--- config.mk ---
export PLATFORM = sky130hd
export DESIGN_NAME = xbar_slave_responder
export DESIGN_NICKNAME = d
export VERILOG_FILES = /design/src/rtl/xbar_slave_responder.sv
export SDC_FILE = /design/constraint.sdc
export NUM_CORES = 1
export LEC_CHECK = 0
export CAP_MARGIN = 0
export CORE_MARGIN = 2
export CORE_UTILIZATION = 61
export DETAILED_ROUTE_END_ITERATION = 12
export HOLD_SLACK_MARGIN = 0.06
export PLACE_DENSITY = 0.92
export SLEW_MARGIN = 20
export SYNTH_ARGS = -nofsm -noshare
export SYNTH_HDL_FRONTEND = slang
export SYNTH_SLANG_ARGS = --single-unit
--- constraint.sdc ---
create_clock -name clk -period 2.68 [get_ports clk]
set_clock_uncertainty 0.1 [all_clocks]
set_input_delay 0.402 -clock clk [delete_from_list [all_inputs] [get_ports clk]]
set_output_delay 0.402 -clock clk [all_outputs]
set_load 0.005 [all_outputs]
--- src/rtl/xbar_slave_responder.sv ---
// xbar_slave_responder: slave-side endpoint of the crossbar request/response
// protocol. A three-state FSM (IDLE/WAIT/ACK) accepts one request per ack,
// writes land in a local register-file memory, and reads return through a
// fixed-latency valid/data shift pipeline as a one-cycle response pulse.
module xbar_slave_responder #(
  parameter int ADDR_W      = 32,
  parameter int DATA_W      = 32,
  parameter int MEM_DEPTH   = 16,
  parameter int WAIT_CYCLES = 0,
  parameter int RD_LATENCY  = 2
) (
  input  logic              clk,
  input  logic              rst,
  input  logic              slv_req,
  input  logic [ADDR_W-1:0] slv_addr,
  input  logic              slv_cmd,
  input  logic [DATA_W-1:0] slv_wdata,
  output logic              slv_ack,
  output logic              slv_resp,
  output logic [DATA_W-1:0] slv_rdata
);

  localparam int IDX_W = $clog2(MEM_DEPTH);

  typedef enum logic [1:0] {
    ST_IDLE = 2'd0,
    ST_WAIT = 2'd1,
    ST_ACK  = 2'd2
  } state_e;

  state_e            state_q, state_d;
  logic [3:0]        cnt_q, cnt_d;
  logic              ack_q;
  logic [DATA_W-1:0] mem_q       [MEM_DEPTH];
  logic              pipe_vld_q  [RD_LATENCY];
  logic [DATA_W-1:0] pipe_data_q [RD_LATENCY];

  logic [IDX_W-1:0]  idx;
  logic              accept;
  logic              wr_en;
  logic              rd_en;
  logic              unused_addr;

  // Only the low index bits select a word; upper address bits alias.
  assign idx         = slv_addr[IDX_W-1:0];
  assign unused_addr = ^slv_addr[ADDR_W-1:IDX_W];

  // The request is accepted at the edge that ends the ACK cycle.
  assign accept = (state_q == ST_ACK);
  assign wr_en  = accept &  slv_cmd;
  assign rd_en  = accept & ~slv_cmd;

  // Next-state logic: count out the wait, abandon if the master lets go.
  always_comb begin
    // NOTE: every signal assigned here gets a default first so no path
    // leaves it unassigned, which would otherwise infer a latch.
    state_d = state_q;
    cnt_d   = cnt_q;
    unique case (state_q)
      ST_IDLE: begin
        if (slv_req) begin
          cnt_d   = 4'(WAIT_CYCLES);
          state_d = (WAIT_CYCLES == 0) ? ST_ACK : ST_WAIT;
        end
      end
      ST_WAIT: begin
        if (!slv_req) begin
          state_d = ST_IDLE;
          cnt_d   = '0;
        end else if (cnt_q == 4'd1) begin
          state_d = ST_ACK;
          cnt_d   = '0;
        end else begin
          cnt_d = cnt_q - 4'd1;
        end
      end
      ST_ACK:  state_d = ST_IDLE;
      default: begin
        state_d = ST_IDLE;
        cnt_d   = '0;
      end
    endcase
  end

  // FSM state, wait counter and the registered ack pulse.
  always_ff @(posedge clk) begin
    // NOTE: sequential state uses non-blocking assignments so every flop
    // samples pre-edge values regardless of statement order.
    if (rst) begin
      state_q <= ST_IDLE;
      cnt_q   <= '0;
      ack_q   <= 1'b0;
    end else begin
      state_q <= state_d;
      cnt_q   <= cnt_d;
      ack_q   <= (state_d == ST_ACK);
    end
  end

  // Local memory: written on an accepted write.
  always_ff @(posedge clk) begin
    // NOTE: the memory must read back as zero after reset, so it is built
    // from resettable flops rather than an inferred RAM macro.
    if (rst) begin
      for (int i = 0; i < MEM_DEPTH; i++) mem_q[i] <= '0;
    end else if (wr_en) begin
      mem_q[idx] <= slv_wdata;
    end
  end

  // Read pipeline: capture on an accepted read, shift every cycle, never stall.
  // Data is zeroed on bubbles so the last stage drives slv_rdata directly.
  always_ff @(posedge clk) begin
    if (rst) begin
      for (int i = 0; i < RD_LATENCY; i++) begin
        pipe_vld_q[i]  <= 1'b0;
        pipe_data_q[i] <= '0;
      end
    end else begin
      pipe_vld_q[0]  <= rd_en;
      pipe_data_q[0] <= rd_en ? mem_q[idx] : '0;
      for (int i = 1; i < RD_LATENCY; i++) begin
        pipe_vld_q[i]  <= pipe_vld_q[i-1];
        pipe_data_q[i] <= pipe_data_q[i-1];
      end
    end
  end

  assign slv_ack   = ack_q;
  assign slv_resp  = pipe_vld_q[RD_LATENCY-1];
  assign slv_rdata = pipe_data_q[RD_LATENCY-1];

endmodule
==> results of run 1 <==
[flip-flops by register name, indices dropped and copies added (netlist names)]
signal	flops
slv_ack	1
state_q	2
pipe_vld_q	2
mem_q	512
cnt_q	4
pipe_data_q	64
[layout by cell type (no fill, tap or decap), types with 2 or more instances in the layout]
master | synthesis | final
bufinv_16 | 0 | 6
ha_1 | 2 | 2
clkdlybuf4s50_1 | 0 | 69
inv_1 | 4 | 4
nor2_1 | 18 | 7
a22oi_1 | 64 | 64
and2_2 | 15 | 15
o21ai_0 | 3 | 3
clkinvlp_4 | 0 | 2
buf_4 | 33 | 54
nor3_4 | 1 | 2
nand3b_1 | 3 | 3
nor2_4 | 3 | 5
clkbuf_16 | 0 | 57
clkbuf_1 | 78 | 12
clkinv_2 | 0 | 9
buf_12 | 0 | 33
a21oi_1 | 5 | 5
or2_2 | 16 | 16
inv_6 | 0 | 4
and4bb_2 | 2 | 2
clkbuf_8 | 0 | 9
clkinv_1 | 0 | 7
nor3_2 | 1 | 3
dfxtp_1 | 73 | 73
nor2b_1 | 33 | 33
edfxtp_1 | 512 | 512
and2_1 | 497 | 497
nor3_1 | 5 | 2
nor2_2 | 0 | 9
nand2_1 | 34 | 34
nand2b_1 | 3 | 3
mux4_2 | 128 | 128
[through the flow]
| step | cells | setup WS, ns |
|---|---|---|
| floorplan | 1591 | 0.370 |
| global placement | 2119 | 0.0436 |
| detailed placement | 2119 | -0.00333 |
| CTS | 2225 | 0.396 |
| global route | 2226 | 0.276 |
| finish | 2226 | 0.334 |
[worst min-delay path, delay by kind of cell]
| family | cells | cell delay, ns |
|---|---|---|
| buf+inv | 2 | 0.36 |
| simple gates | 1 | 0.07 |
[worst max path at each step]
stage               start            to
3_5_place_dp      slv_cmd  mem_q[3][29]
5_1_grt        state_q[1]  mem_q[3][23]
2_1_floorplan         rst   mem_q[0][0]
3_3_place_gp      slv_cmd  mem_q[12][4]
6_report       state_q[1]  mem_q[3][23]
4_1_cts        state_q[1]  mem_q[3][23]
[routing by layer]
| layer | GRT usage | part of all wire | wire (um) | up-vias |
|---|---|---|---|---|
| met5 | 0 | 0.00021 | 13 | - |
| met4 | 0.132 | 0.040 | 2450 | 2 |
| met3 | 0.0596 | 0.11 | 6690 | 197 |
| met2 | 0.502 | 0.51 | 31100 | 954 |
| li1 | - | - | - | 5867 |
| met1 | 0.378 | 0.34 | 21000 | 7069 |
[final cells by class]
class                           count  area, um2
Multi-Input combinational cell    840       7440
Inverter                            4       15.0
Clock inverter                     28        302
Timing Repair Buffer              158       1770
Antenna cell                        1       2.50
Tap cell                          532        666
Fill cell                        2294      12000
Clock buffer                       78       1600
Sequential cell                   585      16800
[power groups by stage]
stage | Sequential, mW | Combinational [mW] | Clock, mW
finish | 10.3 | 1.07 | 8.13
global route | 10.3 | 1.12 | 8.51
CTS | 10.3 | 1.07 | 8.19
detailed placement | 10.5 | 1.05 | 0
global placement | 10.4 | 1.01 | 0
floorplan | 10.4 | 0.593 | 0
[logic make-up (layout without fill, tap and decap cells)]
logic type      count (synthesis)  count (layout)  synth area share
compound gates                 72              72            0.0208
buf+inv                       166             268            0.0323
simple gates                  638             638             0.158
flops                         585             585             0.673
mux                           128             128             0.115
other cells                     0               1                 0
fa+ha+maj                       2               2           0.00100
==> out/summary.txt, run 1 <==
Status: finished clean
Top post-synthesis cells by count: 512 x edfxtp_1, 497 x and2_1, 128 x mux4_2
Hold Startpoint: rst
Critical path, cell by cell: and4bb_1 -> buf_4 -> nand3_1 -> nor3_2 -> buf_4 -> and2_1
Warnings from Yosys: 0
Clock Power Share: 0.417
Total clock buffers created by CTS: 56
DRC errors left: 0
Most used cell, CP: buf_4
Deepest clock path buffer count: 3
Post_cts resized: 0
Leak: 10.6 nW
First-pass GRT wire length: 90.7 mm
Post-synthesis sequential element count: 585
R2R depth: 6
Min Tclk post-route: 2.35 ns
Post-CTS Setup Inserts: 0
Min-Delay Path Class: in -> reg
Cell taking the most area after synthesis: edfxtp_1
Ys flop type: edfxtp_1
Post-DP Area: 26,700 um2
GRT Resource Usage Total: 0.298
Fin. max-slew vios: 0
Worst hold path endpoint: pipe_vld_q[0][1]
Max Clk Rate: 426 MHz
Mean post-synth cell area: 15.7 um2
CTS tree: done
First-pass DRT Iterations: 8
Number of flops mapped to enable cells by yosys: 512
Power density over the cells: 680 nW/um2
Int Power: 15.4 mW
Worst Setup End Kind: register
DR iter-0 viols: 2,003
Family with the most delay on the worst path: simple AND/OR/NAND/NOR gates
Vias per cell: 6.33
Synth cell types: 33
FF-to-FF Start: state_q[1]
Remaining global-route overflow: 0
WP depth: 6
Hold depth: 3
Flop2flop setup slack: 0.33 ns
Util after Layout: 0.704
Worst skew pair latency: 0.61 ns
Final instance area: 28,600 um2
WL final: 61.2 mm
Die X: 207 um
Max Cap Viol: 0
Post-Synthesis Cells: 1,591
Max_slew headroom: 0.591
Slowest CP cell: buf_4
Critical path class: reg -> reg
Initial antenna violation count: 3
Sequential share of power: 0.527
Area of the mapped netlist: 25,000 um2
Die H: 207 um
Core Box Area: 40,600 um2
CP required: 3.05 ns
VDD IR-drop max: 502 uV
Combinational cell fraction of total power: 0.055
Area share of the largest cell type after synthesis: 0.615
Die Area: 42,700 um2
Initial core utilization: 0.616
Crit path DAT: 2.71 ns
Post-DP HPWL: 35.7 mm
Cell Rows: 74
Setup crit start kind: register
Switching part of the total: 0.210
Hold Violations, Final: 0
Layout cells sized above 1: 0.213
Max incr delay on CP: 0.46 ns
Wire per inst: 27.5 um
Setup tns final: 0 ns
Vias in the first global route: 15,000
Hold_ws: 0.169 ns
Sequential element share of the synthesized area: 0.673
Top-count cell post-synth: edfxtp_1
Clock transition at path regs: 0.06 ns
Period Utilization, post-route: 0.875
CTS Root Cell: clkbuf_16
H-tree depth: 2
# hold bufs at CTS: 0
ANT nets after route: 0
Final #Nets: 1,715
Setup-failing EPs final: 0
Largest net degree at the start of global routing: 40
Buf+Inv Stages, Crit Path: 2
Area Overhead vs Synth: 14.4%
Worst-margin pin slew: 0.611 ns
Reg2reg end: mem_q[3][23]
Vias: 14,100
Async S/R FF share, synth: 0
Port bufs: 73
TritonCTS Sinks: 585
GPL Wtd Cong: 0.794
Top post-synthesis cells by area: edfxtp_1 61%, and2_1 12%, mux4_2 12%
Post-Syn Nets: 1,661
Io pins: 102
RSZ-0062 raised after global routing: false
Final Power: 19.5 mW
Highest net fanout along the worst path: 32
Sw power: 4.09 mW
No activity file was read; power rests on OpenSTA's default activity.
==> run 2, diff against run 1 <==
Settings changed: CORE_ASPECT_RATIO from default to 0.7.
==> out/summary.txt, run 2 (same netlist as run 1, synthesis figures left out) <==
Status: finished clean
Registers with the most flip-flops: mem_q x512, pipe_data_q x64, cnt_q x4
Family with the most delay on the worst path: simple AND/OR/NAND/NOR gates
Most common cell after layout, fill and taps aside: edfxtp_1
Most frequent cells in the layout: 512 x edfxtp_1, 497 x and2_1, 128 x mux4_2
Worst Setup End Kind: register
Min-Delay Path Class: in -> reg
Power density over the cells: 647 nW/um2 (-4.8%)
H-tree depth: 2 (unchanged)
Setup crit start kind: register
Initial core utilization: 0.614 (-0.00121)
First-pass DRT Iterations: 5 (-3)
Final #Nets: 1,709 (-0.35%)
Max_slew headroom: 0.560 (-0.0310)
Highest net fanout along the worst path: 27 (-16%)
Initial antenna violation count: 2 (-1)
Combinational cell fraction of total power: 0.058 (+0.003)
Layout cells sized above 1: 0.202 (-0.0106)
Post-CTS Setup Inserts: 0 (unchanged)
Port bufs: 73 (unchanged)
First-pass GRT wire length: 90.8 mm (+0.16%)
TritonCTS Sinks: 585 (unchanged)
Post-DP HPWL: 36.6 mm (+2.4%)
Max Cap Viol: 0 (unchanged)
DR iter-0 viols: 1,733 (-13%)
Int Power: 14.4 mW (-6.5%)
Sequential share of power: 0.561 (+0.034)
Fin. max-slew vios: 0 (unchanged)
ANT nets after route: 0 (unchanged)
Placed cells: 2,130 (+0.52%)
Die X: 246 um (+19%)
Max incr delay on CP: 0.51 ns (+0.05 ns)
RSZ-0062 raised after global routing: false
Worst Setup Slack, final: 0.299 ns (-0.0345 ns)
Remaining global-route overflow: 0 (unchanged)
GPL Wtd Cong: 0.802 (+1.0%)
Critical path class: reg -> reg
Wire per inst: 27.3 um (-0.75%)
Vias: 14,100 (+0.043%)
Period Utilization, post-route: 0.888 (+0.0129)
GRT Resource Usage Total: 0.292 (-0.00541)
CTS Root Cell: clkbuf_16
Cell Rows: 62 (-16%)
Slowest CP cell: or3b_4
Die H: 173 um (-16%)
Die Area: 42,700 um2 (about the same)
Setup tns final: 0 ns (unchanged)
CTS tree: done
R2R depth: 5 (-1)
VDD IR-drop max: 522 uV (+3.9%)
DRC errors left: 0 (unchanged)
Critical path, cell by cell: and4bb_1 -> or3b_4 -> nor3_4 -> or2_2 -> buf_12
Switching part of the total: 0.214 (+0.00361)
Hold_ws: 0.192 ns (+0.0226 ns)
WP depth: 5 (-1)
Crit path DAT: 2.55 ns (-0.16 ns)
Worst skew pair latency: 0.58 ns (-0.03 ns)
Worst-margin pin slew: 0.658 ns (+0.0463 ns)
Clock Power Share: 0.380 (-0.037)
Core Box Area: 40,700 um2 (+0.20%)
Max reg flops: 512 (unchanged)
CP required: 2.85 ns (-0.20 ns)
Area Overhead vs Synth: 12.9%
Pre-CTS setup slack: -0.0983 ns (-0.0949 ns)
Min Tclk post-route: 2.38 ns (+0.0345 ns)
Hold depth: 3 (unchanged)
# hold bufs at CTS: 0 (unchanged)
Max Clk Rate: 420 MHz (-1.4%)
Vias in the first global route: 14,900 (-0.53%)
Vias per cell: 6.34 (+0.18%)
Sw power: 3.91 mW (-4.5%)
WL final: 60.7 mm (-0.88%)
Total clock buffers created by CTS: 51 (-8.9%)
Final non-filler cell total: 2,223 (-0.13%)
Most flop-heavy register: mem_q
Hold Violations, Final: 0 (unchanged)
Buf+Inv Stages, Crit Path: 1 (-1)
Io pins: 102 (unchanged)
Deepest clock path buffer count: 3 (unchanged)
Setup-failing EPs final: 0 (unchanged)
Post_cts resized: 0 (unchanged)
Leak: 10.4 nW (-1.9%)
Largest net degree at the start of global routing: 40 (unchanged)
Clock transition at path regs: 0.07 ns (about the same)
[run 2: cell count changes in the layout (fill, tap and decap cells not counted), sizes merged]
cell and change:
inv -3, bufinv -5, clkbuf -3, buf -1, clkinv -3
[run 2: routing by layer]
layer | vias to the layer above | GRT usage | part of all wire
li1 | 5841 | - | -
met1 | 7062 | 0.405 | 0.36
met2 | 1010 | 0.465 | 0.48
met3 | 182 | 0.0669 | 0.13
met4 | 0 | 0.0995 | 0.033
met5 | - | 0 | 0
[run 2: final cells by class]
type,instances,area [um2]
fillers,2435,12500
multi-input cells,840,7440
inverters,4,15.0
clock inverters,17,111
clock buffers,75,1420
flip-flops and latches,585,16800
well taps,544,681
repair buffers,157,1750
diodes,1,2.50
[run 2: power by group through the flow]
stage / clock [mW] / combinational (mW) / sequential [mW]
floorplan: 0 / 0.593 / 10.4
global placement: 0 / 1.00 / 10.4
detailed placement: 0 / 1.05 / 10.5
CTS: 7.00 / 1.06 / 10.3
global route: 7.32 / 1.11 / 10.3
finish: 6.96 / 1.06 / 10.3
[run 2: per-stage QoR]
step / cell area [um2] / total power [mW] / utilization
after floorplan: 25000 / 11.0 / -
after global placement: 26700 / 11.4 / 0.656
after detailed placement: 26700 / 11.5 / 0.656
after CTS: 28300 / 18.3 / 0.694
after global routing: 28300 / 18.7 / 0.694
final: 28300 / 18.3 / 0.694
[run 2: path summary, 6_finish.rpt]
kind / startpoint / to / slack (ns)
worst max-delay path: state_q[1] / mem_q[0][23] / 0.30
worst max register to register: state_q[1] / mem_q[0][23] / 0.30
worst min register to register: pipe_data_q[0][25] / pipe_data_q[0][57] / 0.34
worst min-delay path: rst / pipe_vld_q[0][0] / 0.19
[run 2: worst register-to-register path, delay by kind of cell, from the launching register on]
family	cells	cell delay, ns
buffers and inverters	1	0.22
and+or+nand+nor	4	1.33
DFF	1	0.40
==> run 3, diff against run 2 <==
Settings changed: TNS_END_PERCENT from default to 100.
==> results of run 3 <==
The final DEF is identical to that of run 2; final timing and power are the same.
